===== src/rtl/fast_square_freq_stepper_if.sv =====
// Frequency-step request and synthesizer serial-bus signals between the sweep
// controller side (master) and the stepper (slave).
interface fast_square_freq_stepper_if;
  logic        freq_step;
  logic        freq_step_reset;
  logic [15:0] n_word;
  logic        busy;
  logic        overrun;
  logic        syn_data;
  logic        syn_clk;
  logic        syn_le;

  modport master (
    output freq_step, freq_step_reset,
    input  n_word, busy, overrun, syn_data, syn_clk, syn_le
  );

  modport slave (
    input  freq_step, freq_step_reset,
    output n_word, busy, overrun, syn_data, syn_clk, syn_le
  );
endinterface


===== src/rtl/fast_square_freq_stepper.sv =====
// Turns freq_step edges into PLL N-divider updates and shifts each 24-bit
// {N, address} word MSB first into the synthesizer, ending with a latch pulse.
module fast_square_freq_stepper #(
  parameter logic [15:0] N_START  = 16'd100,
  parameter logic [15:0] N_STEP   = 16'd4,
  parameter logic [15:0] N_MAX    = 16'd244,
  parameter logic [7:0]  REG_ADDR = 8'h01,
  parameter int          CLK_DIV  = 4
) (
  input logic                        clock,
  input logic                        reset,
  fast_square_freq_stepper_if.slave  bus
);

  localparam logic [7:0] DIV_LAST = 8'(CLK_DIV - 1);
  localparam logic [4:0] BIT_LAST = 5'd23;

  typedef enum logic [2:0] {IDLE, LOAD, CLK_LO, CLK_HI, LATCH} state_t;

  state_t      state;
  logic        step_d;
  logic        pending;
  logic        pend_reload;
  logic        kind;
  logic [7:0]  div_cnt;
  logic [4:0]  bit_cnt;
  logic [23:0] sr;
  logic [15:0] n_word;
  logic [15:0] n_next;
  logic        busy;
  logic        overrun;
  logic        syn_data;
  logic        syn_clk;
  logic        syn_le;
  logic        rise;
  logic        div_done;

  // Wrap back to the start value past the last legal N; the sum is kept in
  // 17 bits so a large N_STEP cannot alias below N_MAX.
  function automatic logic [15:0] step_n(input logic [15:0] cur, input logic reload);
    logic [16:0] sum;
    sum = {1'b0, cur} + {1'b0, N_STEP};
    if (reload || (sum > {1'b0, N_MAX}))
      step_n = N_START;
    else
      step_n = sum[15:0];
  endfunction

  assign rise     = bus.freq_step & ~step_d;
  assign div_done = (div_cnt == DIV_LAST);

  always_comb begin
    n_next = step_n(n_word, kind);
  end

  always_ff @(posedge clock or posedge reset) begin
    if (reset) begin
      state       <= IDLE;
      step_d      <= 1'b0;
      pending     <= 1'b0;
      pend_reload <= 1'b0;
      kind        <= 1'b0;
      div_cnt     <= 8'd0;
      bit_cnt     <= 5'd0;
      n_word      <= N_START;
      busy        <= 1'b0;
      overrun     <= 1'b0;
      syn_data    <= 1'b0;
      syn_clk     <= 1'b0;
      syn_le      <= 1'b0;
    end else begin
      step_d <= bus.freq_step;
      case (state)
        IDLE: begin
          // busy is held through this cycle when a queued request follows,
          // so back-to-back transactions show one continuous busy.
          if (rise || pending) begin
            state   <= LOAD;
            pending <= 1'b0;
            kind    <= rise ? bus.freq_step_reset : pend_reload;
            if (rise && pending)
              overrun <= 1'b1;
          end else begin
            busy <= 1'b0;
          end
        end
        LOAD: begin
          n_word   <= n_next;
          busy     <= 1'b1;
          syn_data <= n_next[15];
          bit_cnt  <= 5'd0;
          div_cnt  <= 8'd0;
          state    <= CLK_LO;
        end
        CLK_LO: begin
          if (div_done) begin
            div_cnt <= 8'd0;
            syn_clk <= 1'b1;
            state   <= CLK_HI;
          end else begin
            div_cnt <= div_cnt + 8'd1;
          end
        end
        CLK_HI: begin
          if (div_done) begin
            div_cnt <= 8'd0;
            syn_clk <= 1'b0;
            if (bit_cnt == BIT_LAST) begin
              syn_data <= 1'b0;
              syn_le   <= 1'b1;
              state    <= LATCH;
            end else begin
              syn_data <= sr[22];
              bit_cnt  <= bit_cnt + 5'd1;
              state    <= CLK_LO;
            end
          end else begin
            div_cnt <= div_cnt + 8'd1;
          end
        end
        LATCH: begin
          if (div_done) begin
            div_cnt <= 8'd0;
            syn_le  <= 1'b0;
            state   <= IDLE;
          end else begin
            div_cnt <= div_cnt + 8'd1;
          end
        end
        default: state <= IDLE;
      endcase

      // Requests arriving mid-transaction queue one deep; the newest wins.
      if ((state != IDLE) && rise) begin
        if (pending)
          overrun <= 1'b1;
        pending     <= 1'b1;
        pend_reload <= bus.freq_step_reset;
      end
    end
  end

  // Shift register rotates so every bit is consumed; only sr[22] is ever shown.
  always_ff @(posedge clock) begin
    if (state == LOAD)
      sr <= {n_next, REG_ADDR};
    else if ((state == CLK_HI) && div_done)
      sr <= {sr[22:0], sr[23]};
  end

  assign bus.n_word   = n_word;
  assign bus.busy     = busy;
  assign bus.overrun  = overrun;
  assign bus.syn_data = syn_data;
  assign bus.syn_clk  = syn_clk;
  assign bus.syn_le   = syn_le;

endmodule


===== src/flat_wrapper.sv =====
// flat-port wrapper written by rule: the top's interface ports become plain ports
module fast_square_freq_stepper_flat 
#(
  parameter logic [15:0] N_START  = 16'd100,
  parameter logic [15:0] N_STEP   = 16'd4,
  parameter logic [15:0] N_MAX    = 16'd244,
  parameter logic [7:0]  REG_ADDR = 8'h01,
  parameter int          CLK_DIV  = 4
)
  (clock, reset, bus_freq_step, bus_freq_step_reset, bus_n_word, bus_busy, bus_overrun, bus_syn_data, bus_syn_clk, bus_syn_le);
  fast_square_freq_stepper_if bus_i ();
  input logic clock;
  input logic reset;
  input wire logic [$bits(bus_i.freq_step)-1:0] bus_freq_step;
  input wire logic [$bits(bus_i.freq_step_reset)-1:0] bus_freq_step_reset;
  output wire logic [$bits(bus_i.n_word)-1:0] bus_n_word;
  output wire logic [$bits(bus_i.busy)-1:0] bus_busy;
  output wire logic [$bits(bus_i.overrun)-1:0] bus_overrun;
  output wire logic [$bits(bus_i.syn_data)-1:0] bus_syn_data;
  output wire logic [$bits(bus_i.syn_clk)-1:0] bus_syn_clk;
  output wire logic [$bits(bus_i.syn_le)-1:0] bus_syn_le;
  assign bus_i.freq_step = bus_freq_step;
  assign bus_i.freq_step_reset = bus_freq_step_reset;
  assign bus_n_word = bus_i.n_word;
  assign bus_busy = bus_i.busy;
  assign bus_overrun = bus_i.overrun;
  assign bus_syn_data = bus_i.syn_data;
  assign bus_syn_clk = bus_i.syn_clk;
  assign bus_syn_le = bus_i.syn_le;
  fast_square_freq_stepper #(.N_START(N_START), .N_STEP(N_STEP), .N_MAX(N_MAX), .REG_ADDR(REG_ADDR), .CLK_DIV(CLK_DIV)) u_core (.clock(clock), .reset(reset), .bus(bus_i));
endmodule

===== config.mk =====
export PLATFORM = sky130hd
export DESIGN_NAME = fast_square_freq_stepper_flat
export DESIGN_NICKNAME = d
export VERILOG_FILES = /design/src/rtl/fast_square_freq_stepper_if.sv /design/src/rtl/fast_square_freq_stepper.sv /design/src/flat_wrapper.sv
export SDC_FILE = /design/constraint.sdc
export NUM_CORES = 1
export LEC_CHECK = 0
export ABC_AREA = 1
export BUFFER_PORTS_ARGS = -buffer_cell sky130_fd_sc_hd__buf_2
export CAP_MARGIN = 20
export CORE_ASPECT_RATIO = 1.75
export CORE_MARGIN = 2
export CORE_UTILIZATION = 40
export CTS_CLUSTER_SIZE = 16
export DETAILED_ROUTE_END_ITERATION = 10
export SYNTH_ARGS = -nofsm -noshare
export SYNTH_HDL_FRONTEND = slang
export SYNTH_SLANG_ARGS = --single-unit

===== constraint.sdc =====
create_clock -name clock -period 3.11 [get_ports clock]
set_input_delay 0 -clock clock [delete_from_list [all_inputs] [get_ports clock]]
set_output_delay 0 -clock clock [all_outputs]
set_load 0.01 [all_outputs]

======== Yosys cells after proc, flatten, opt, wreduce, memory -nomap -nowiden ========
Index checks and enable logic that the tools add are counted.
word-level totals
  bits of input ports ..................... 4
  register bits after elaboration ......... 65
  logic and storage cells ................. 92
cells by class
  muxes and demuxes ....................... 34
  equal/unequal tests ..................... 13
  add/sub/neg operators ................... 3
  bitwise gates (word level) .............. 2
  order comparisons ....................... 1
  reduce and logical (&&, ||, !) cells .... 24
operators with widths
  operator                                                               number
  24-bit 2-to-1 mux                                                      2
  16-bit by 3-bit adder with 17-bit output, second input constant        1
  17-bit by 8-bit > comparator with 1-bit output, second input constant  1
  1-bit 2-to-1 mux                                                       16
  16-bit 2-to-1 mux                                                      1
  8-bit one-hot mux with 2 select lines                                  1
  2-bit nonzero test                                                     8
  3-bit 2-to-1 mux                                                       5
  3-bit one-hot mux with 5 select lines                                  1
  5-bit 2-to-1 mux                                                       2
  2-bit by 1-bit != test with 1-bit output, second input constant        5
  5-bit one-hot mux with 2 select lines                                  1
  8-bit by 1-bit adder with 8-bit output, second input constant          1
  8-bit by 2-bit == test with 1-bit output, second input constant        1
  8-bit 2-to-1 mux                                                       1
  1-bit one-hot mux with 2 select lines                                  4
  2-bit AND reduction                                                    4
  4-bit AND reduction                                                    2
  3-bit by 2-bit == test with 1-bit output, second input constant        2
  3-bit AND reduction                                                    2
  5-bit by 1-bit adder with 5-bit output, second input constant          1
  5-bit == test, second input constant                                   1
  2-bit != test, second input constant                                   2
  3-bit by 1-bit == test with 1-bit output, second input constant        1
  other kinds (8)                                                        11

======== Logic depth before layout (Yosys ltp) ========
  depth in word-level cells ............... 8
  mapped depth ............................ 12
  depth with buffers taken out ............ 12

======== Least setup slack after synthesis ========
Ideal clock, no wire load.
  path kind ............................... reg2reg
  from .................................... register u_core.n_word[2] (netlist: u_core.bus.n_word[2])
  to ...................................... register u_core.sr[13], data pin
  arrival ................................. 1,698 ps
  path buffers ............................ 0
  cell stages (with the launch flop) ...... 13
  slack ................................... 1,152 ps
  clock period less this slack ............ 1,958 ps
  cell sequence ........................... dfstp_2 > ha_1 > nand2_2 > nor2_4 > nand3_1 > nand2_1 > nand2_1 > nor2_1 > nand2_1 > nor2_4 > nand2_4 > nand2_4 > nand3_1
on the way
  cells in the longest elaborated chain, start to end .. 5
ends and longest elaborated chain
  item                                            RTL line                         text
  start: declaration                              fast_square_freq_stepper.sv:28   logic [15:0] n_word;
  start signal: assignment                        fast_square_freq_stepper.sv:88   n_word <= n_next;
  16-bit by 3-bit adder with 17-bit output (*)    fast_square_freq_stepper.sv:42   sum = {1'b0, cur} + {1'b0, N_STEP};
  17-bit by 8-bit > comparator with 1-bit output  fast_square_freq_stepper.sv:43   if (reload || (sum > {1'b0, N_MAX}))
  1-bit logical OR                                fast_square_freq_stepper.sv:43
  16-bit 2-to-1 mux (*)                           fast_square_freq_stepper.sv:43
  24-bit 2-to-1 mux (*)                           fast_square_freq_stepper.sv:145  if (state == LOAD)
  end signal: assignment                          fast_square_freq_stepper.sv:146  sr <= {n_next, REG_ADDR};
  end signal: assignment                          fast_square_freq_stepper.sv:148  sr <= {sr[22:0], sr[23]};
  end: declaration                                fast_square_freq_stepper.sv:27   logic [23:0] sr;
Mark *: on every way between the ends. The rest lies on a longest branch, timed or not.
A chain may end at the register's enable or synchronous reset.

======== Final worst setup path ========
  from .................................... register u_core.n_word[2] (netlist: u_core.bus.n_word[2])
  to ...................................... register u_core.sr[10], data pin
Same word-level chain as after synthesis.

==> impl_metrics.ini <==
[status]
status = completed

[critical_path]
crit_path_start_kind = register
rr_worst_depth = 12
critical_path.max_stage_delay_ps = 560
path_class = register to register
r2r-start = u_core.bus.n_word[2]
worst_setup_path_end_kind = register
path_cells = ha_1 -> nand2_2 -> nor2_4 -> nand2_1 -> nand2_1 -> nand2_1 -> nor2_1 -> nand2_1 -> nor2_4 -> nand2_4 -> nand2_4 -> nand3_1
cp_num_buf_inv = 0
crit_top_cell = nand2_1
cp_slowest_cell = dfstp_2
critPathRequiredTime_ps = 3190
reg2reg_to = u_core.sr[10]
crit_fanout = 7
cp_top_family = simple AND/OR/NAND/NOR gates
crit_arrival_ps = 2210
reg2reg_slack_ps = 980

[placement]
post_dp_cell_area_um2 = 3418
hpwlAfterDp_um = 4745
place_ws_ps = 968.3
port-buffer-count = 24
gp_congestion = 0.7861

[finish]
fin_area_um2 = 3800
layout_common_cells = nand2_1, inv_1, nor2_1, dfrtp_1
seqCellArea_um2 = 1670
layout_commonest_cell = nand2_1
multi_input_comb_area_um2 = 1222
syn_to_final_growth_pct = 19.76
utilization = 0.4871
n_antenna_cell = 0
fin_nets = 425
drive_above_1_share = 0.1564
fillCellCount = 749

[floorplanning]
die_w_um = 71.33
ios = 25
die_y_um = 121.8
start_util = 0.4067
num_rows = 43
design.core.area_um2 = 7801
dieArea_um2 = 8689

[clocking]
clk_latency_ps = 330
path_clk_slew_ps = 50
htreeDepth = 3
cts_buffers = 9
cts_buffer_depth = 2
cts_tree = yes
cts-root-buf = clkbuf_16
numClockSinks = 65

[global_route]
overflow = 0
grt_first_pass_wirelength_um = 11030
grt_max_degree = 28
antenna_found_initial = 0
grt_pass1_vias = 2391
track_usage = 0.1660

[synthesis]
synthTopCellsByArea = dfrtp_1, edfxtp_1, nand2_1
synth_fa_ha_area_frac = 0.01577
yosysTopAreaCell = dfrtp_1
syn-num-nets = 387
yosys_warnings = 0
synth_top_family_by_area = simple AND/OR/NAND/NOR gates
yosysUniqueCellTypes = 34
syn_area_per_cell_um2 = 8.372
yosysSeqAreaShare = 0.5264
synthArstFlopShare = 0.6308
yosys.area.top_type_share = 0.2997
synthMuxAreaShare = 0
syn-cell-area_um2 = 3173
synth_edf_count = 16
ys_ff_latch = 65
postSynthCellCount = 379
synth-simple-area-share = 0.2827
synth-xor-area-share = 0.01104
synthFlopType = dfrtp_1
synth_compound_area_frac = 0.07571

[timing]
rsz0062_at_grt = no
maxSlewHeadroom = 0.6411
setup_tns_ps = 0
drv_slew = 0
timing.fmax_mhz = 468.8
final.min_clock_period_ps = 2133
setup_ws_ps = 977.0
finalHoldViolations = 0
setup_viol = 0
fin_crit_sh = 0.6859
tightest_slew_ps = 537.8
skew_ps = 5.970

[power_and_ir_drop]
leakagePower_nw = 1.858
irDropWorstVdd_mv = 0.3614
p_per_area_nw_per_um2 = 858.6

[drt]
avgRoutedWirePerCell_um = 12.66
vias = 2517
ant_nets = 0
drt_iter0_drc = 184
drtPass1Iterations = 4
wirelength_um = 6481
avgViaCountPerCell = 4.916
post-route-drc-count = 0

[hold_path]
min_path_type = input pin to async pin

[flow_run]
cap_violations = 0
[power breakdown]
part | internal [mW] | total (mW) | switching (mW)
sequential | 1.12 | 1.24 | 0.123
clock | 0.746 | 1.10 | 0.351
combinational | 0.292 | 0.925 | 0.632
total | 2.16 | 3.26 | 1.11
[cells in the mapped netlist (2+ instances only)]
library cell	count
nand2_1	92
inv_1	66
dfrtp_1	38
nor2_1	38
nand3_1	24
edfxtp_1	16
o22ai_1	13
nand4_1	11
a21oi_1	9
dfxtp_1	8
o21ai_0	8
nor2_4	7
nor3_1	6
ha_1	4
nor2_2	4
xor2_1	4
a31oi_1	3
clkbuf_1	3
dfstp_2	3
nand2_4	3
nand3b_1	3
buf_2	2
inv_2	2
nand2_2	2
[stage by stage]
step	cells	hold slack, ps	total power [mW]
after CTS	511	322.8	3.289
after global placement	492	124.2	2.163
final	512	247.1	3.263
after floorplan	379	31.43	1.908
after global routing	512	317.5	3.475
after detailed placement	492	127.7	2.180
[area by class of cell]
type	instances	area share
Timing Repair Buffer	33	0.05663
Sequential cell	65	0.4396
Clock inverter	2	0.01581
Clock buffer	14	0.06948
Inverter	68	0.06717
Tap cell	90	0.02963
Multi-Input combinational cell	240	0.3217
[repair_timing]
action	in CTS	in global routing
endpoints found under the hold margin	24	0
setup buffers	0	0
hold buffers	3	0
resized for setup	0	0
[logic make-up after synthesis]
family                   count (synthesis)
AO/OA/AOI/OAI                           40
XOR/XNOR                                 4
adder cells (fa/ha/maj)                  4
buffers and inverters                   74
flip-flops                              65
AND/OR/NAND/NOR                        192
[state kept, by name, summed over array words and instances (netlist names), named ones only]
| register | count |
|---|---|
| u_core.bus.syn_data | 1 |
| u_core.bus.busy | 1 |
| u_core.pend_reload | 1 |
| u_core.bus.syn_le | 1 |
| u_core.state | 3 |
| u_core.sr | 24 |
| u_core.step_d | 1 |
| u_core.bus.n_word | 16 |
| u_core.bit_cnt | 5 |
| u_core.div_cnt | 8 |
| u_core.bus.syn_clk | 1 |
| u_core.pending | 1 |
| u_core.kind | 1 |
[layer usage]
layer,vias to the layer above,GRT usage,part of all wire
met5,-,0,0
met4,0,0.07901,0.021
met3,9,0.04218,0.040
met2,46,0.2963,0.54
met1,1167,0.1796,0.40
li1,1295,-,-
[worst max path at each step]
stage / start / end / slack (ps) / depth (start not counted)
floorplan: u_core.bus.n_word[2] / u_core.sr[13] / 1150 / 12
global placement: u_core.bus.n_word[2] / u_core.sr[10] / 1010 / 12
detailed placement: u_core.bus.n_word[2] / u_core.sr[10] / 970 / 12
CTS: u_core.bus.n_word[2] / u_core.sr[10] / 970 / 12
global route: u_core.bus.n_word[2] / u_core.sr[10] / 820 / 12
finish: u_core.bus.n_word[2] / u_core.sr[10] / 980 / 12
[worst register-to-register path: stages (launching register included)]
cell,delay [ps]
dfstp_2,560
ha_1,190
nand2_2,90
nor2_4,180
nand2_1,70
nand2_1,50
nand2_1,40
nor2_1,120
nand2_1,100
nor2_4,200
nand2_4,100
nand2_4,100
nand3_1,70
(Power assumes the default switching activity.)
